File: config.mk
export PLATFORM = sky130hd
export DESIGN_NAME = qsfp_i2c_master
export DESIGN_NICKNAME = d
export VERILOG_FILES = /design/src/rtl/qsfp_i2c_pkg.sv /design/src/rtl/qsfp_i2c_qtimer.sv /design/src/rtl/qsfp_i2c_master.sv
export SDC_FILE = /design/constraint.sdc
export NUM_CORES = 1
export LEC_CHECK = 0
export BUFFER_PORTS_ARGS = -buffer_cell sky130_fd_sc_hd__buf_2
export CAP_MARGIN = 10
export CORE_UTILIZATION = 40
export DETAILED_ROUTE_END_ITERATION = 10
export PLACE_DENSITY = 0.69
export SETUP_SLACK_MARGIN = 0.15
export SYNTH_ARGS = -nofsm -noshare
export SYNTH_HDL_FRONTEND = slang
export SYNTH_SLANG_ARGS = --single-unit
File: constraint.sdc
create_clock -name aclk -period 2.35 [get_ports aclk]
set_input_delay 0 -clock aclk [delete_from_list [all_inputs] [get_ports aclk]]
set_output_delay 0 -clock aclk [all_outputs]
set_load 0.02 [all_outputs]
File: src/rtl/qsfp_i2c_pkg.sv
`default_nettype none
// ============================================================================
// qsfp_i2c_pkg : state encoding and bus-level constants for the QSFP I2C master
// Revision     : 1.0
// ============================================================================
package qsfp_i2c_pkg;

  typedef enum logic [3:0] {
    IDLE    = 4'd0,
    START   = 4'd1,
    WR_BYTE = 4'd2,
    WR_ACK  = 4'd3,
    RESTART = 4'd4,
    RD_BYTE = 4'd5,
    RD_NACK = 4'd6,
    STOP    = 4'd7,
    DONE    = 4'd8
  } state_t;

  localparam logic c_rw_write = 1'b0;
  localparam logic c_rw_read  = 1'b1;
  localparam logic c_ack      = 1'b0;
  localparam logic c_nack     = 1'b1;

endpackage
`default_nettype wire

File: src/rtl/qsfp_i2c_qtimer.sv
`default_nettype none
// ============================================================================
// qsfp_i2c_qtimer : quarter-phase tick and phase index; SCL-high stall when
//                   QSFP_I2C_CLK_STRETCH_EN is defined
// Revision        : 1.0
// ============================================================================
module qsfp_i2c_qtimer #(
  parameter int CLK_DIV = 250
) (
  input  logic       aclk,
  input  logic       aresetn,
  input  logic       run,
  input  logic       scl_sync,
  output logic       tick,
  output logic [1:0] phase
);

`ifdef QSFP_I2C_CLK_STRETCH_EN
  localparam logic c_stretch_en = 1'b1;
`else
  localparam logic c_stretch_en = 1'b0;
`endif
  localparam logic [15:0] c_last = 16'(CLK_DIV - 1);

  logic [15:0] r_cnt;
  logic [1:0]  r_phase;
  logic        w_stall;

  // Phase 2 is the first SCL-high quarter; a slave holding SCL low freezes it.
  assign w_stall = c_stretch_en && (r_phase == 2'd2) && !scl_sync;
  assign tick    = run && !w_stall && (r_cnt == c_last);
  assign phase   = r_phase;

  always_ff @(posedge aclk or negedge aresetn) begin
    if (!aresetn) begin
      r_cnt   <= 16'd0;
      r_phase <= 2'd0;
    end else if (!run) begin
      r_cnt   <= 16'd0;
      r_phase <= 2'd0;
    end else if (tick) begin
      r_cnt   <= 16'd0;
      r_phase <= r_phase + 2'd1;
    end else if (!w_stall) begin
      r_cnt   <= r_cnt + 16'd1;
    end
  end

endmodule
`default_nettype wire

File: src/rtl/qsfp_i2c_master.sv
`default_nettype none
// ============================================================================
// qsfp_i2c_master : single-register I2C write / random read master for QSFP
//                   management; clock stretching via QSFP_I2C_CLK_STRETCH_EN
// Revision        : 1.0
// ============================================================================
module qsfp_i2c_master
  import qsfp_i2c_pkg::*;
#(
  parameter int CLK_DIV = 250
) (
  input  logic       aclk,
  input  logic       aresetn,
  input  logic       io_control_pulse,
  input  logic       io_control_rw,
  input  logic [7:0] io_control_id,
  input  logic [7:0] io_addr_addr,
  input  logic [7:0] io_wdata_wdata,
  output logic [7:0] io_rdata_rdata,
  output logic       io_control_cmplt,
  output logic       ack_err,
  output logic       busy,
  input  logic       scl_i,
  input  logic       sda_i,
  output logic       scl_oe,
  output logic       sda_oe
);

  state_t      r_state, w_next;
  logic [1:0]  r_scl_sync, r_sda_sync;
  logic        w_scl_s, w_sda_s;
  logic        r_rw, r_nack, r_ack_err;
  logic [7:0]  r_id_rd, r_addr, r_wdata, r_shift, r_rdata;
  logic [2:0]  r_bit;
  logic [1:0]  r_byte;
  logic        r_scl_oe, r_sda_oe;
  logic        w_run, w_tick, w_end, w_accept;
  logic [1:0]  w_phase;
  logic        w_scl_low, w_sda_low;

  assign w_scl_s  = r_scl_sync[1];
  assign w_sda_s  = r_sda_sync[1];
  assign w_accept = (r_state == IDLE) && io_control_pulse;
  assign w_run    = (r_state != IDLE) && (r_state != DONE);
  assign w_end    = w_tick && (w_phase == 2'd3);

  assign io_rdata_rdata = r_rdata;
  assign ack_err        = r_ack_err;
  assign scl_oe         = r_scl_oe;
  assign sda_oe         = r_sda_oe;

  qsfp_i2c_qtimer #(.CLK_DIV(CLK_DIV)) u_qtimer (
    .aclk     (aclk),
    .aresetn  (aresetn),
    .run      (w_run),
    .scl_sync (w_scl_s),
    .tick     (w_tick),
    .phase    (w_phase)
  );

  always_ff @(posedge aclk or negedge aresetn) begin
    if (!aresetn) begin
      r_state <= IDLE;
    end else begin
      r_state <= w_next;
    end
  end

  always_comb begin
    w_next = r_state;
    case (r_state)
      IDLE:    if (io_control_pulse) w_next = START;
      START:   if (w_end) w_next = WR_BYTE;
      WR_BYTE: if (w_end && (r_bit == 3'd7)) w_next = WR_ACK;
      WR_ACK: begin
        if (w_end) begin
          if (w_sda_s == c_nack)                        w_next = STOP;
          else if ((r_byte == 2'd1) && (r_rw == c_rw_read)) w_next = RESTART;
          else if (r_byte == 2'd2)
            w_next = (r_rw == c_rw_read) ? RD_BYTE : STOP;
          else                                          w_next = WR_BYTE;
        end
      end
      RESTART: if (w_end) w_next = WR_BYTE;
      RD_BYTE: if (w_end && (r_bit == 3'd7)) w_next = RD_NACK;
      RD_NACK: if (w_end) w_next = STOP;
      STOP:    if (w_end) w_next = DONE;
      DONE:    w_next = IDLE;
      default: w_next = IDLE;
    endcase
  end

  // SDA only moves in phases 1..3; phase 0 holds the previous level while SCL falls.
  always_comb begin
    w_scl_low        = 1'b0;
    w_sda_low        = r_sda_oe;
    busy             = (r_state != IDLE);
    io_control_cmplt = (r_state == DONE);
    case (r_state)
      START: w_sda_low = w_phase[1];
      RESTART: begin
        w_scl_low = (w_phase == 2'd0);
        if (w_phase != 2'd0) w_sda_low = w_phase[1];
      end
      WR_BYTE: begin
        w_scl_low = !w_phase[1];
        if (w_phase != 2'd0) w_sda_low = ~r_shift[7];
      end
      WR_ACK, RD_BYTE, RD_NACK: begin
        w_scl_low = !w_phase[1];
        if (w_phase != 2'd0) w_sda_low = 1'b0;
      end
      STOP: begin
        w_scl_low = !w_phase[1];
        if (w_phase != 2'd0) w_sda_low = (w_phase != 2'd3);
      end
      default: w_sda_low = 1'b0;
    endcase
  end

  always_ff @(posedge aclk or negedge aresetn) begin
    if (!aresetn) begin
      r_scl_sync <= 2'b11;
      r_sda_sync <= 2'b11;
      r_scl_oe   <= 1'b0;
      r_sda_oe   <= 1'b0;
    end else begin
      r_scl_sync <= {r_scl_sync[0], scl_i};
      r_sda_sync <= {r_sda_sync[0], sda_i};
      r_scl_oe   <= w_scl_low;
      r_sda_oe   <= w_sda_low;
    end
  end

  always_ff @(posedge aclk or negedge aresetn) begin
    if (!aresetn) begin
      r_rw      <= c_rw_write;
      r_id_rd   <= 8'h00;
      r_addr    <= 8'h00;
      r_wdata   <= 8'h00;
      r_shift   <= 8'h00;
      r_rdata   <= 8'h00;
      r_bit     <= 3'd0;
      r_byte    <= 2'd0;
      r_nack    <= 1'b0;
      r_ack_err <= 1'b0;
    end else begin
      if (w_accept) begin
        r_rw      <= io_control_rw;
        r_id_rd   <= io_control_id | {7'd0, c_rw_read};
        r_addr    <= io_addr_addr;
        r_wdata   <= io_wdata_wdata;
        r_shift   <= {io_control_id[7:1], c_rw_write};
        r_bit     <= 3'd0;
        r_byte    <= 2'd0;
        r_nack    <= 1'b0;
        r_ack_err <= 1'b0;
      end
      case (r_state)
        WR_BYTE: if (w_end) begin
          r_shift <= {r_shift[6:0], 1'b0};
          r_bit   <= r_bit + 3'd1;
        end
        RD_BYTE: if (w_end) begin
          r_shift <= {r_shift[6:0], w_sda_s};
          r_bit   <= r_bit + 3'd1;
        end
        WR_ACK: if (w_end) begin
          if (w_sda_s == c_nack) begin
            r_nack <= 1'b1;
          end else if (r_byte == 2'd0) begin
            r_shift <= r_addr;
            r_byte  <= 2'd1;
          end else if ((r_byte == 2'd1) && (r_rw == c_rw_write)) begin
            r_shift <= r_wdata;
            r_byte  <= 2'd2;
          end
        end
        RESTART: if (w_end) begin
          r_shift <= r_id_rd;
          r_byte  <= 2'd2;
        end
        // Results are published on entry to DONE so they are valid alongside cmplt.
        STOP: if (w_end) begin
          r_ack_err <= r_nack;
          if ((r_rw == c_rw_read) && !r_nack) r_rdata <= r_shift;
        end
        default: ;
      endcase
    end
  end

endmodule
`default_nettype wire
==> flow_metrics.py, run 1 <==
metrics = {
    "run_status": {
        "status": "finished with violations",
        "violations": "design-rule violations",
    },
    "die": {
        "dieArea_um2": 9530,
        "dieWidth_um": 97.6,
        "rows": 34,
        "io_pins": 43,
        "core_um2": 8810,
        "fp.dieH_um": 97.6,
        "start_util_pct": 41.5,
    },
    "grt": {
        "overflow": 0,
        "grt_use_total_pct": 18.0,
        "grt_pass1_vias": 2769,
        "grt_pass1_wl_um": 13600,
        "antenna_found_initial": 0,
        "grt_max_degree": 75,
    },
    "clocking": {
        "cts_inserted_buffers": 9,
        "htree_levels": 3,
        "clk_latency_ns": 0.35,
        "clk_pin_slew_ns": 0.08,
        "cts.path.max_buffers": 2,
        "cts_sinks": 74,
        "cts-root-buf": "clkbuf_8",
        "postCtsSetupBuffers": 0,
        "cts_tree": "built",
    },
    "detailed_routing": {
        "avgViaCountPerCell": 5.43,
        "wirelength_um": 7860,
        "routed-via-count": 2862,
        "wl_per_cell_um": 14.9,
        "drc": 6,
        "drtPass1Iterations": 8,
        "ant_nets": 0,
        "drt_iter0_markers": 207,
    },
    "logic_synthesis": {
        "syn_area_um2": 3660,
        "yosysMostFrequentCell": "dfrtp_1",
        "synth_edf_count": 0,
        "ys_seq_elements": 74,
        "synthArstFlopShare_pct": 100,
        "synth_nets": 376,
        "yosysWarnings": 0,
        "syn_inst": 340,
        "synthTopCellsByArea": "dfrtp_1 49%, mux2_2 9.5%, nor2_1 3.7%",
        "synth_commonest_cells": "72 x dfrtp_1, 36 x nor2_1, 31 x mux2_2",
        "ys_seq_area_share_pct": 50.7,
        "synth_top_area_share_pct": 49.3,
        "synthFlopType": "dfrtp_1",
        "synth_largest_area_cell": "dfrtp_1",
        "synth_cell_types": 50,
        "syn_area_per_cell_um2": 10.8,
    },
    "hold_path": {
        "hold_start": "io_control_pulse",
        "holdPathEnd": "r_shift[0]",
        "whs_path_depth": 5,
        "worstHoldPathType": "in2reg",
    },
    "place": {
        "port_buffers": 40,
        "routabilityCongestion": 0.832,
        "dp_hpwl_um": 5260,
    },
    "power_and_ir_drop": {
        "ir_drop_mv": 0.396,
        "powerDensity_nw_per_um2": 726,
        "leakage_nw": 2.05,
        "total_power_mw": 3.29,
    },
    "timing": {
        "tns_ns": 0,
        "hold_viol": 0,
        "max_freq_mhz": 482,
        "fin_crit_sh_pct": 88.3,
        "rsz0062_at_grt": "true",
        "slew_violations": 0,
        "slew_headroom_pct": 39.9,
        "finClkSkew_ns": 0.0129,
        "fin_crit_ns": 2.08,
        "setup_viol": 0,
        "worst-slew-pin-transition_ns": 0.902,
    },
    "final_layout": {
        "fin_nets": 450,
        "area_delta_synth_final_pct": 23.8,
        "utilization_pct": 51.4,
        "fillerInstances": 778,
        "diodes": 0,
        "drive_gt1_share_pct": 26.7,
    },
    "setup_path": {
        "critPathCaptureType": "register",
        "startpoint_type": "register",
        "path_max_fanout": 8,
        "r2r_slack_ns": 0.27,
        "timing.rr.end": "io_rdata_rdata[6]",
        "worst_ep_required_time_ns": 2.59,
        "worstSetupPathType": "reg2reg",
        "r2r-start": "u_qtimer.r_cnt[12]",
        "r2r.worst_path.cells": 6,
        "cp_data_arrival_time_ns": 2.31,
    },
    "job": {
        "cap_violations": 0,
    },
}
-- cell usage in the layout (no fill, tap or decap), types with 3 or more instances in the layout --
cell type,n
nand3_1,17
o31ai_1,3
and2_1,4
nor3_1,4
xnor2_1,8
and3_1,4
dlygate4sd3_1,26
clkbuf_8,9
dfrtp_1,70
ha_1,6
buf_4,14
buf_2,39
o21ai_0,10
inv_1,10
nand2_1,22
xor2_1,7
nand4_1,5
a22oi_1,9
mux2_2,31
nor2_1,36
a21oi_1,7
o22ai_1,9
inv_6,3
nor2b_1,5
a221oi_1,8
mux2i_1,10
o211ai_1,3
-- layout make-up --
cell class	instances	area [um2]	area share (%)
clock buffers	9	124	2.74
clock inverters	7	82.6	1.82
inverters	11	41.3	0.912
multi-input cells	238	1710	37.7
flip-flops and latches	74	1860	41.0
well taps	108	135	2.99
repair buffers	80	581	12.8
-- metal layers --
layer / routed length [um] / global-route usage (%)
met5: 0 / 0
met4: 100 / 5.24
met3: 361 / 3.88
met2: 3580 / 27.1
met1: 3820 / 25.9
-- critical path, stage by stage, from the launching register on --
cell	delay, ns
dfrtp_1	0.43
nor4_2	0.41
nand3_1	0.14
or2_0	0.28
nor3_4	0.24
buf_12	0.15
mux2_2	0.33
-- flip-flops by register name, indices dropped and copies added (netlist names) --
| signal | count |
|---|---|
| r_rw | 1 |
| r_addr | 8 |
| r_bit | 3 |
| u_qtimer.r_cnt | 16 |
| io_rdata_rdata | 8 |
| r_nack | 1 |
| sda_oe | 1 |
| scl_oe | 1 |
| r_shift | 8 |
| r_state | 4 |
| r_byte | 2 |
| ack_err | 1 |
| r_sda_sync | 2 |
| r_id_rd | 8 |
| r_wdata | 8 |
| u_qtimer.phase | 2 |
-- kinds of logic (layout without fill, tap and decap cells) --
| logic type | after synthesis | after routing | synth area share, % |
|---|---|---|---|
| compound gates | 62 | 62 | 12.3 |
| xor+xnor | 15 | 15 | 3.59 |
| fa+ha+maj | 6 | 6 | 2.05 |
| buf+inv | 28 | 107 | 3.18 |
| flops | 74 | 74 | 50.7 |
| mux | 43 | 43 | 12.9 |
| simple gates | 112 | 112 | 15.3 |
-- report_power, final --
part | leakage, nW | switching, mW | internal, mW | total, mW
Sequential | 0.935 | 0.188 | 1.52 | 1.71
Combinational | 1.01 | 0.237 | 0.318 | 0.555
Clock | 0.0988 | 0.514 | 0.509 | 1.02
Total | 2.05 | 0.939 | 2.35 | 3.29
-- worst max-delay path by stage --
stage / from / to / slack [ns] / depth (start not counted)
finish: u_qtimer.r_cnt[12] / io_rdata_rdata[6] / 0.27 / 6
global route: u_qtimer.r_cnt[1] / r_state[0] / 0.17 / 8
global placement: u_qtimer.r_cnt[1] / io_rdata_rdata[2] / 0.24 / 8
CTS: u_qtimer.r_cnt[1] / io_rdata_rdata[6] / 0.15 / 8
detailed placement: u_qtimer.r_cnt[1] / io_rdata_rdata[6] / 0.19 / 8
floorplan: u_qtimer.r_cnt[1] / io_rdata_rdata[1] / 0.26 / 8
-- per-stage QoR --
stage,hold slack [ns],worst slack (ns),area [um2],cells
after floorplan,-0.296,0.257,3660,340
after global placement,0.108,0.237,4040,485
after detailed placement,0.110,0.191,4040,485
after CTS,0.261,0.154,4510,527
after global routing,0.277,0.171,4530,527
final,0.282,0.274,4530,527
-- repair_timing --
| action | CTS | global route |
|---|---|---|
| hold buffers | 26 | 0 |
| setup endpoints to repair | 0 | 19 |
| endpoints found under the hold margin | 104 | 0 |
| resized for setup | 0 | 4 |
No activity file was read; power rests on OpenSTA's default activity.
==> run 2, diff against run 1 <==
--- a/config.mk
+++ b/config.mk
@@ -7,10 +7,11 @@
 export LEC_CHECK = 0
 export BUFFER_PORTS_ARGS = -buffer_cell sky130_fd_sc_hd__buf_2
 export CAP_MARGIN = 10
-export CORE_UTILIZATION = 40
+export CELL_PAD_IN_SITES_DETAIL_PLACEMENT = 1
+export CELL_PAD_IN_SITES_GLOBAL_PLACEMENT = 2
+export CORE_UTILIZATION = 38
 export DETAILED_ROUTE_END_ITERATION = 10
-export PLACE_DENSITY = 0.69
-export SETUP_SLACK_MARGIN = 0.15
+export PLACE_DENSITY = 0.9
 export SYNTH_ARGS = -nofsm -noshare
 export SYNTH_HDL_FRONTEND = slang
 export SYNTH_SLANG_ARGS = --single-unit
==> run 2 against run 1 <==
Against the previous run: the run now ends clean; worst setup slack got worse by 0.093 ns; power increased by 7.9%; worst hold slack got worse by 0.011 ns; core utilization decreased by 1.5 points; final cell count increased by 4.9%; largest power group unchanged; highest routed layer unchanged.
==> flow_metrics.py, run 2 (synthesized netlist as in run 1, its figures left out) <==
metrics = {
    "run_status": {
        "status": "completed",
    },
    "timing": {
        "worst-slew-pin-transition_ns": 0.948,
        "max_freq_mhz": 461,
        "setup_viol": 0,
        "fin_crit_sh_pct": 92.3,
        "timing.hold.ws_ns": 0.272,
        "slew_headroom_pct": 36.8,
        "fin_ws_ns": 0.181,
        "finClkSkew_ns": 0.0165,
        "slew_violations": 0,
        "fin_crit_ns": 2.17,
        "hold_viol": 0,
        "tns_ns": 0,
        "rsz0062_at_grt": "false",
    },
    "power_and_ir_drop": {
        "powerDensity_nw_per_um2": 766,
        "total_power_mw": 3.54,
        "leakage_nw": 2.10,
        "ir_drop_mv": 0.360,
    },
    "setup_path": {
        "worstSetupPathType": "reg2reg",
        "timing.rr.end": "io_rdata_rdata[7]",
        "crit_chain": "inv_1 -> ha_1 -> nor4b_2 -> nand2_1 -> or2_0 -> nor3_4 -> buf_12 -> mux2_1",
        "startpoint_type": "register",
        "critPathCaptureType": "register",
        "r2r.worst_path.cells": 8,
        "slowest_delay_ns": 0.40,
        "cp_data_arrival_time_ns": 2.40,
        "r2r_slack_ns": 0.18,
        "crit_buf_inv": 2,
        "worst_ep_required_time_ns": 2.58,
        "path_max_fanout": 8,
        "r2r-start": "u_qtimer.r_cnt[1]",
        "slowest_stage": "dfrtp_1",
        "path_delay_family": "simple AND/OR/NAND/NOR gates",
    },
    "grt": {
        "top_usage_layer": "met2",
        "grt_max_degree": 75,
        "grt_pass1_wl_um": 16500,
        "grt_pass1_vias": 3202,
        "met1_usage_pct": 27.8,
        "antenna_found_initial": 0,
        "use_met3_pct": 4.81,
        "met2_usage_pct": 36.3,
        "overflow": 0,
        "grt_use_total_pct": 21.6,
    },
    "place": {
        "dp_hpwl_um": 6490,
        "numPlacedInstances": 511,
        "port_buffers": 40,
        "pre_cts_slack_ns": 0.0872,
        "routabilityCongestion": 0.843,
    },
    "detailed_routing": {
        "routed-via-count": 2995,
        "wirelength_um": 9860,
        "drtPass1Iterations": 4,
        "drc": 0,
        "ant_nets": 0,
        "avgViaCountPerCell": 5.42,
        "drt_iter0_markers": 208,
        "wl_per_cell_um": 17.8,
    },
    "final_layout": {
        "drive_gt1_share_pct": 27.4,
        "mostFrequentLayoutCells": "72 x dfrtp_1, 39 x buf_2, 36 x nor2_1",
        "area_delta_synth_final_pct": 26.6,
        "largest_reg_flops": 16,
        "fin_nets": 455,
        "fin_cells": 553,
        "regMostFlops": "u_qtimer.r_cnt",
        "layout_commonest_cell": "dfrtp_1",
        "diodes": 0,
    },
    "hold_path": {
        "worstHoldPathType": "in2reg",
        "hold_start": "io_control_pulse",
        "whs_path_depth": 5,
        "holdPathEnd": "r_shift[0]",
    },
    "clocking": {
        "postCtsSetupBuffers": 0,
        "htree_levels": 3,
        "cts_sinks": 74,
        "clk_pin_slew_ns": 0.08,
        "clk_latency_ns": 0.36,
        "cts.path.max_buffers": 2,
        "cts_tree": "built",
        "cts_inserted_buffers": 9,
        "cts-root-buf": "clkbuf_8",
    },
    "die": {
        "core_um2": 9280,
        "dieArea_um2": 10000,
        "dieWidth_um": 100,
        "start_util_pct": 39.4,
        "fp.dieH_um": 100,
        "rows": 35,
        "io_pins": 43,
    },
    "job": {
        "cap_violations": 0,
    },
}
## run 2: repair_timing
action | 4_1_cts | 5_1_grt
resized for setup | 0 | 3
endpoints found under the hold margin | 102 | 0
hold buffers | 26 | 0
setup endpoints to repair | 0 | 17
## run 2: layout make-up
class                      count  area, um2
clock inverter                 6        113
multi-input combinational    238       1700
tap                          129        161
sequential                    74       1850
clock buffer                  10        138
fill                        1046       4650
inverter                      11       41.3
timing repair buffer          85        618
## run 2: worst max-delay path by stage
| stage | from | to | slack [ns] | cells past startpoint |
|---|---|---|---|---|
| after floorplan | u_qtimer.r_cnt[1] | io_rdata_rdata[1] | 0.26 | 8 |
| after global placement | u_qtimer.r_cnt[1] | io_rdata_rdata[2] | 0.18 | 8 |
| after detailed placement | u_qtimer.r_cnt[1] | io_rdata_rdata[7] | 0.09 | 8 |
| after CTS | u_qtimer.r_cnt[1] | io_rdata_rdata[7] | 0.08 | 8 |
| after global routing | r_state[0] | r_shift[3] | 0.008 | 7 |
| final | u_qtimer.r_cnt[1] | io_rdata_rdata[7] | 0.18 | 8 |
## run 2: routing by layer
| metal | vias up | share of wire (%) |
|---|---|---|
| li1 | 1386 | - |
| met1 | 1549 | 46 |
| met2 | 55 | 50 |
| met3 | 5 | 3.2 |
| met4 | 0 | 0.99 |
| met5 | - | 0 |
## run 2: metrics by stage
step	cell area [um2]	utilization (%)
floorplan	3660	-
global placement	4110	44.2
detailed placement	4110	44.2
CTS	4620	49.7
global route	4630	49.9
finish	4630	49.9
## run 2: where the power goes
group	switching, mW	internal [mW]	total, mW
Sequential	0.209	1.52	1.73
Combinational	0.258	0.313	0.571
Clock	0.505	0.738	1.24
## run 2: tightest hold or removal path: cells and delay by family
| kind | cells | cell delay, ns |
|---|---|---|
| AOI/OAI and AO/OA | 2 | 0.18 |
| buffers and inverters | 1 | 0.12 |
| and+or+nand+nor | 2 | 0.28 |
